[config.mk]
export PLATFORM = sky130hd
export DESIGN_NAME = mod_updn_counter
export DESIGN_NICKNAME = d
export VERILOG_FILES = /design/src/rtl/mod_updn_counter.sv
export SDC_FILE = /design/constraint.sdc
export NUM_CORES = 1
export LEC_CHECK = 0
export ABC_AREA = 1
export CAP_MARGIN = 20
export CORE_MARGIN = 2
export CORE_UTILIZATION = 40
export CTS_CLUSTER_SIZE = 25
export DETAILED_ROUTE_END_ITERATION = 8
export MAX_ROUTING_LAYER = met4
export PLACE_DENSITY_LB_ADDON = 0.3
export SETUP_SLACK_MARGIN = 0.1
export SLEW_MARGIN = 10
export SYNTH_ARGS = -nofsm -noshare
export SYNTH_HDL_FRONTEND = slang
export SYNTH_SLANG_ARGS = --single-unit
[constraint.sdc]
create_clock -name clk -period 1.8 [get_ports clk]
set_clock_uncertainty 0.2 [all_clocks]
set_input_delay 0.45 -clock clk [delete_from_list [all_inputs] [get_ports clk]]
set_output_delay 0.45 -clock clk [all_outputs]
set_load 0.01 [all_outputs]
[src/rtl/mod_updn_counter.sv]
// mod_updn_counter: cascadable NDIG-digit up/down counter, each digit modulo MOD.
// Supports synchronous clear and load (out-of-range load fields clamp to MOD-1),
// wrap or saturate mode, and a sticky saturation flag. Carry/borrow ripples
// through all digits within one cycle.
//
// Ports:
//   clk       rising-edge clock
//   n_rst     asynchronous active-low reset
//   cin       count enable / carry-in from upstream stage
//   up1_dn0   direction: 1 = increment, 0 = decrement
//   sat       mode: 1 = saturate at limit, 0 = wrap
//   clr       synchronous clear (highest priority)
//   ld        synchronous load of ld_val
//   ld_val    load value, one DW-bit field per digit
//   cnt       registered count, digit 0 in cnt[DW-1:0]
//   co        combinational carry/borrow out to downstream stage
//   sat_flag  registered sticky saturation indicator
//
// Optional feature, macro UPDN_CNT_MATCH_EN:
//   match_val input compare value; match is a registered flag that is high
//   exactly in the cycles where cnt == match_val.
module mod_updn_counter #(
  parameter int unsigned DW   = 4,
  parameter int unsigned NDIG = 2,
  parameter int unsigned MOD  = 10
) (
  input  logic                 clk,
  input  logic                 n_rst,
  input  logic                 cin,
  input  logic                 up1_dn0,
  input  logic                 sat,
  input  logic                 clr,
  input  logic                 ld,
  input  logic [NDIG*DW-1:0]   ld_val,
`ifdef UPDN_CNT_MATCH_EN
  input  logic [NDIG*DW-1:0]   match_val,
  output logic                 match,
`endif
  output logic [NDIG*DW-1:0]   cnt,
  output logic                 co,
  output logic                 sat_flag
);

  localparam int unsigned CW = NDIG * DW;
  // Modulus widened by one bit so MOD = 2^DW is representable.
  localparam logic [DW:0]   MOD_W = (DW+1)'(MOD);
  localparam logic [DW-1:0] DMAX  = DW'(MOD - 1);

  logic          all_max;
  logic          all_zero;
  logic          at_limit;
  logic [CW-1:0] step_val;
  logic [CW-1:0] ld_clamped;
  logic [CW-1:0] cnt_nxt;
  logic          sat_flag_nxt;
  logic [DW-1:0] s_dig;
  logic [DW-1:0] l_dig;
  logic          carry;

  // Limit detection: every digit at MOD-1, or every digit at 0.
  always_comb begin
    all_max  = 1'b1;
    all_zero = 1'b1;
    for (int unsigned i = 0; i < NDIG; i++) begin
      if (cnt[i*DW +: DW] != DMAX) all_max  = 1'b0;
      if (cnt[i*DW +: DW] != '0)   all_zero = 1'b0;
    end
  end

  assign at_limit = up1_dn0 ? all_max : all_zero;

  // +/-1 in base MOD; carry/borrow ripples from digit 0 upward.
  always_comb begin
    step_val = cnt;
    carry    = 1'b1;
    s_dig    = '0;
    for (int unsigned i = 0; i < NDIG; i++) begin
      s_dig = cnt[i*DW +: DW];
      if (carry) begin
        if (up1_dn0) begin
          if (s_dig == DMAX) begin
            step_val[i*DW +: DW] = '0;
          end else begin
            step_val[i*DW +: DW] = s_dig + DW'(1);
            carry = 1'b0;
          end
        end else begin
          if (s_dig == '0) begin
            step_val[i*DW +: DW] = DMAX;
          end else begin
            step_val[i*DW +: DW] = s_dig - DW'(1);
            carry = 1'b0;
          end
        end
      end
    end
  end

  // Load fields outside 0..MOD-1 clamp to MOD-1 so illegal digits never appear.
  always_comb begin
    ld_clamped = ld_val;
    l_dig      = '0;
    for (int unsigned i = 0; i < NDIG; i++) begin
      l_dig = ld_val[i*DW +: DW];
      if ({1'b0, l_dig} >= MOD_W) ld_clamped[i*DW +: DW] = DMAX;
    end
  end

  // Next state: clr > ld > count > hold.
  always_comb begin
    cnt_nxt      = cnt;
    sat_flag_nxt = sat_flag;
    if (clr) begin
      cnt_nxt      = '0;
      sat_flag_nxt = 1'b0;
    end else if (ld) begin
      cnt_nxt      = ld_clamped;
      sat_flag_nxt = 1'b0;
    end else if (cin) begin
      if (sat && at_limit) begin
        sat_flag_nxt = 1'b1;
      end else begin
        cnt_nxt = step_val;
      end
    end
  end

  // Downstream carry only when this stage actually wraps.
  assign co = cin & ~clr & ~ld & ~sat & at_limit;

  always_ff @(posedge clk or negedge n_rst) begin
    if (!n_rst) begin
      cnt      <= '0;
      sat_flag <= 1'b0;
    end else begin
      cnt      <= cnt_nxt;
      sat_flag <= sat_flag_nxt;
    end
  end

`ifdef UPDN_CNT_MATCH_EN
  // Compare against the next count so match lines up with cnt.
  always_ff @(posedge clk or negedge n_rst) begin
    if (!n_rst) begin
      match <= 1'b0;
    end else begin
      match <= (cnt_nxt == match_val);
    end
  end
`endif

endmodule

==> metrics.md <==
| Metric | Value |
|---|---|
| Total chip power | 995 uW |
| Cell Rows | 17 |
| Residual DRC | 0 |
| Synth Net Count | 166 |
| Cell count after synthesis | 144 |
| Overall routing resource usage | 24.8% |
| WS Path Type | register to primary output |
| Total number of vias | 1244 |
| Post-placement cell area | 1500 um^2 |
| Vias per std cell | 5.25 |
| Status | complete, but fails checks |
| Die ar. | 2780 um^2 |
| Area contributors post-synth | dfrtp_1, nand2_1, nand3_1 |
| Slew Limit Headroom | 68.5% |
| Placed Cells incl. Taps | 225 |
| Die Height | 52.7 um |
| I/O pin count | 25 |
| Final setup vio count | 6 |
| RD Place Congestion | 0.925 |
| Leak | 0.816 nW |
| Area Overhead vs Synth | 72.6% |
| Commonest non-fill, non-tap cell in the layout | nand2_1 |
| Core Box Area | 2230 um^2 |
| Commonest non-fill, non-tap cells in the layout | nand2_1, buf_4, nand3_1 |
| H-tree Lvls | 1 |
| Required @ worst endpoint | 1150 ps |
| Layout cells sized above 1 | 43.1% |
| Antenna Nets Post-Route | 0 |
| Hold WS | 281 ps |
| Initial antenna violation count | 0 |
| Hold Crit Class | register to register |
| Remaining global-route overflow | 0 |
| Crit path DAT | 1560 ps |
| Avg Inst Size Synth | 6.59 um^2 |
| TNS Setup | -607 ps |
| Ant diodes | 0 |
| Synth Warn # | 0 |
| Final hold viol count | 0 |
| Register area share after synthesis | 23.7% |
| Startpoint types | register |
| Fin crit period | 2210 ps |
| Setup slack after layout | -414 ps |
| Failing checks | setup timing |
| Mapped cell area | 950 um^2 |
| Register-to-Register Path Depth | 12 |
| Utilization after layout | 73.4% |
| Non-Filler Instances | 237 |
| Number of fill cells | 167 |
| Multi-input logic area | 761 um^2 |
| Hold Path Cell Cnt | 2 |
| Total CTS buffers | 3 |
| Crit share post-route | 123% |
| Max-slew violations | 0 |
| Design Area, Final | 1640 um^2 |
| Clk sinks | 9 |
| Root buf cell | clkbuf_4 |
| Die X | 52.7 um |
| Max Root-Sink Buffers | 2 |
| HPWL after detailed placement | 2.24 mm |
| Top-area cell type share of the netlist area | 23.7% |
| Pwr Density | 607 nW/um^2 |
| Max Fclk | 0.452 GHz |
| Seq cells post-synth | 9 |
| Fin nets | 232 |
| CTS tree | done |
| Initial Util | 42.5% |
| CP Capture Type | primary output |
| Register area | 230 um^2 |
| Worst-path clk slew | 70 ps |
| # port buffers | 24 |
| DRT iter0 DRCs | 30 |
| First drt pass iteration count | 5 |
| Clock latency on the worst-skew pair | 270 ps |
| Final WL | 3.09 mm |
| Routed WL per cell | 13.0 um |
| Max cap viols | 0 |
| Vias in the first global route | 1107 |
| Synth cell types | 22 |
| Pin count of the biggest net entering global routing | 10 |
| Post-synth top area cell | dfrtp_1 |
| Placement Setup Slack | -905 ps |
| First-pass GRT wire length | 4.91 mm |
| Critical-path maximum fanout | 3 |
| Least-Margin Pin Slew | 470 ps |
| RSZ-0062 raised after global routing | true |
| Maximum vdd ir drop | 0.000372 V |
-- per-layer routing --
layer / global-route usage [%] / vias to the layer above / wire length (um)
met3: 6.57 / 12 / 218
met4: 8.55 / 0 / 63
met2: 39.8 / 58 / 1440
li1: - / 606 / -
met1: 30.1 / 568 / 1360
met5: - / - / 0
-- cell type report --
class | instances | share of cell area, %
clock buffer | 4 | 1.60
inverter | 13 | 3.28
multi-input combinational | 119 | 46.4
sequential | 9 | 14.0
tap | 28 | 2.14
timing repair buffer | 64 | 32.5
-- critical path, cell delays in order (launching register included) --
cell and delay (ps):
dfrtp_2 430, inv_4 80, ha_4 150, nand2_4 50, nor2_4 110, nand2_2 70, o21ai_2 70, nor3b_4 180
buf_2 150
-- kinds of logic (layout without fill, tap and decap cells) --
| group | count (synthesis) | count (layout) | share of synthesized area (%) |
|---|---|---|---|
| adder cells (fa/ha/maj) | 7 | 7 | 9.22 |
| buffers and inverters | 16 | 81 | 6.98 |
| AO/OA/AOI/OAI | 22 | 22 | 14.0 |
| flip-flops | 9 | 9 | 23.7 |
| XOR/XNOR | 2 | 2 | 1.84 |
| AND/OR/NAND/NOR | 88 | 88 | 44.3 |
-- synth_stat cells --
cell type,number
nand2_1,37
buf_2,2
xor2_1,2
nand2_2,3
buf_4,1
nor2_1,17
nor2_8,1
nand3_1,21
nor2_2,1
inv_2,4
nand4_1,2
dfrtp_1,9
nand3_2,3
nand2_4,1
o21ai_0,10
a21oi_1,5
inv_1,9
o21ai_2,4
nor3b_1,1
ha_1,7
o211ai_1,3
or2_1,1
-- sequential cells by signal (all words and copies together) (netlist names) --
name,cells
cnt,8
sat_flag,1
-- path summary, 6_finish.rpt --
check	end	slack, ps	startpoint
worst max-delay path	co	-410	cnt[1]$_DFFE_PN0P_
worst min-delay path	sat_flag$_DFFE_PN0P_	280	sat_flag$_DFFE_PN0P_
worst max register to register	cnt[5]$_DFFE_PN0P_	-30	cnt[1]$_DFFE_PN0P_
worst min register to register	sat_flag$_DFFE_PN0P_	280	sat_flag$_DFFE_PN0P_
max in group asynchronous	cnt[1]$_DFFE_PN0P_	750	n_rst
min in group asynchronous	cnt[7]$_DFFE_PN0P_	300	n_rst
-- power breakdown --
| group | total (mW) | switching [mW] | leakage (nW) | internal, mW |
|---|---|---|---|---|
| clock | 0.167 | 0.0808 | 0.0150 | 0.0859 |
| combinational | 0.574 | 0.288 | 0.689 | 0.287 |
| sequential | 0.254 | 0.0270 | 0.113 | 0.227 |
-- what timing repair did --
action | CTS | global route
hold buffers | 0 | 0
setup endpoints to repair | 18 | 14
buffers inserted | 4 | 5
pin swaps | 0 | 6
resized for setup | 52 | 13
(Power assumes the default switching activity.)
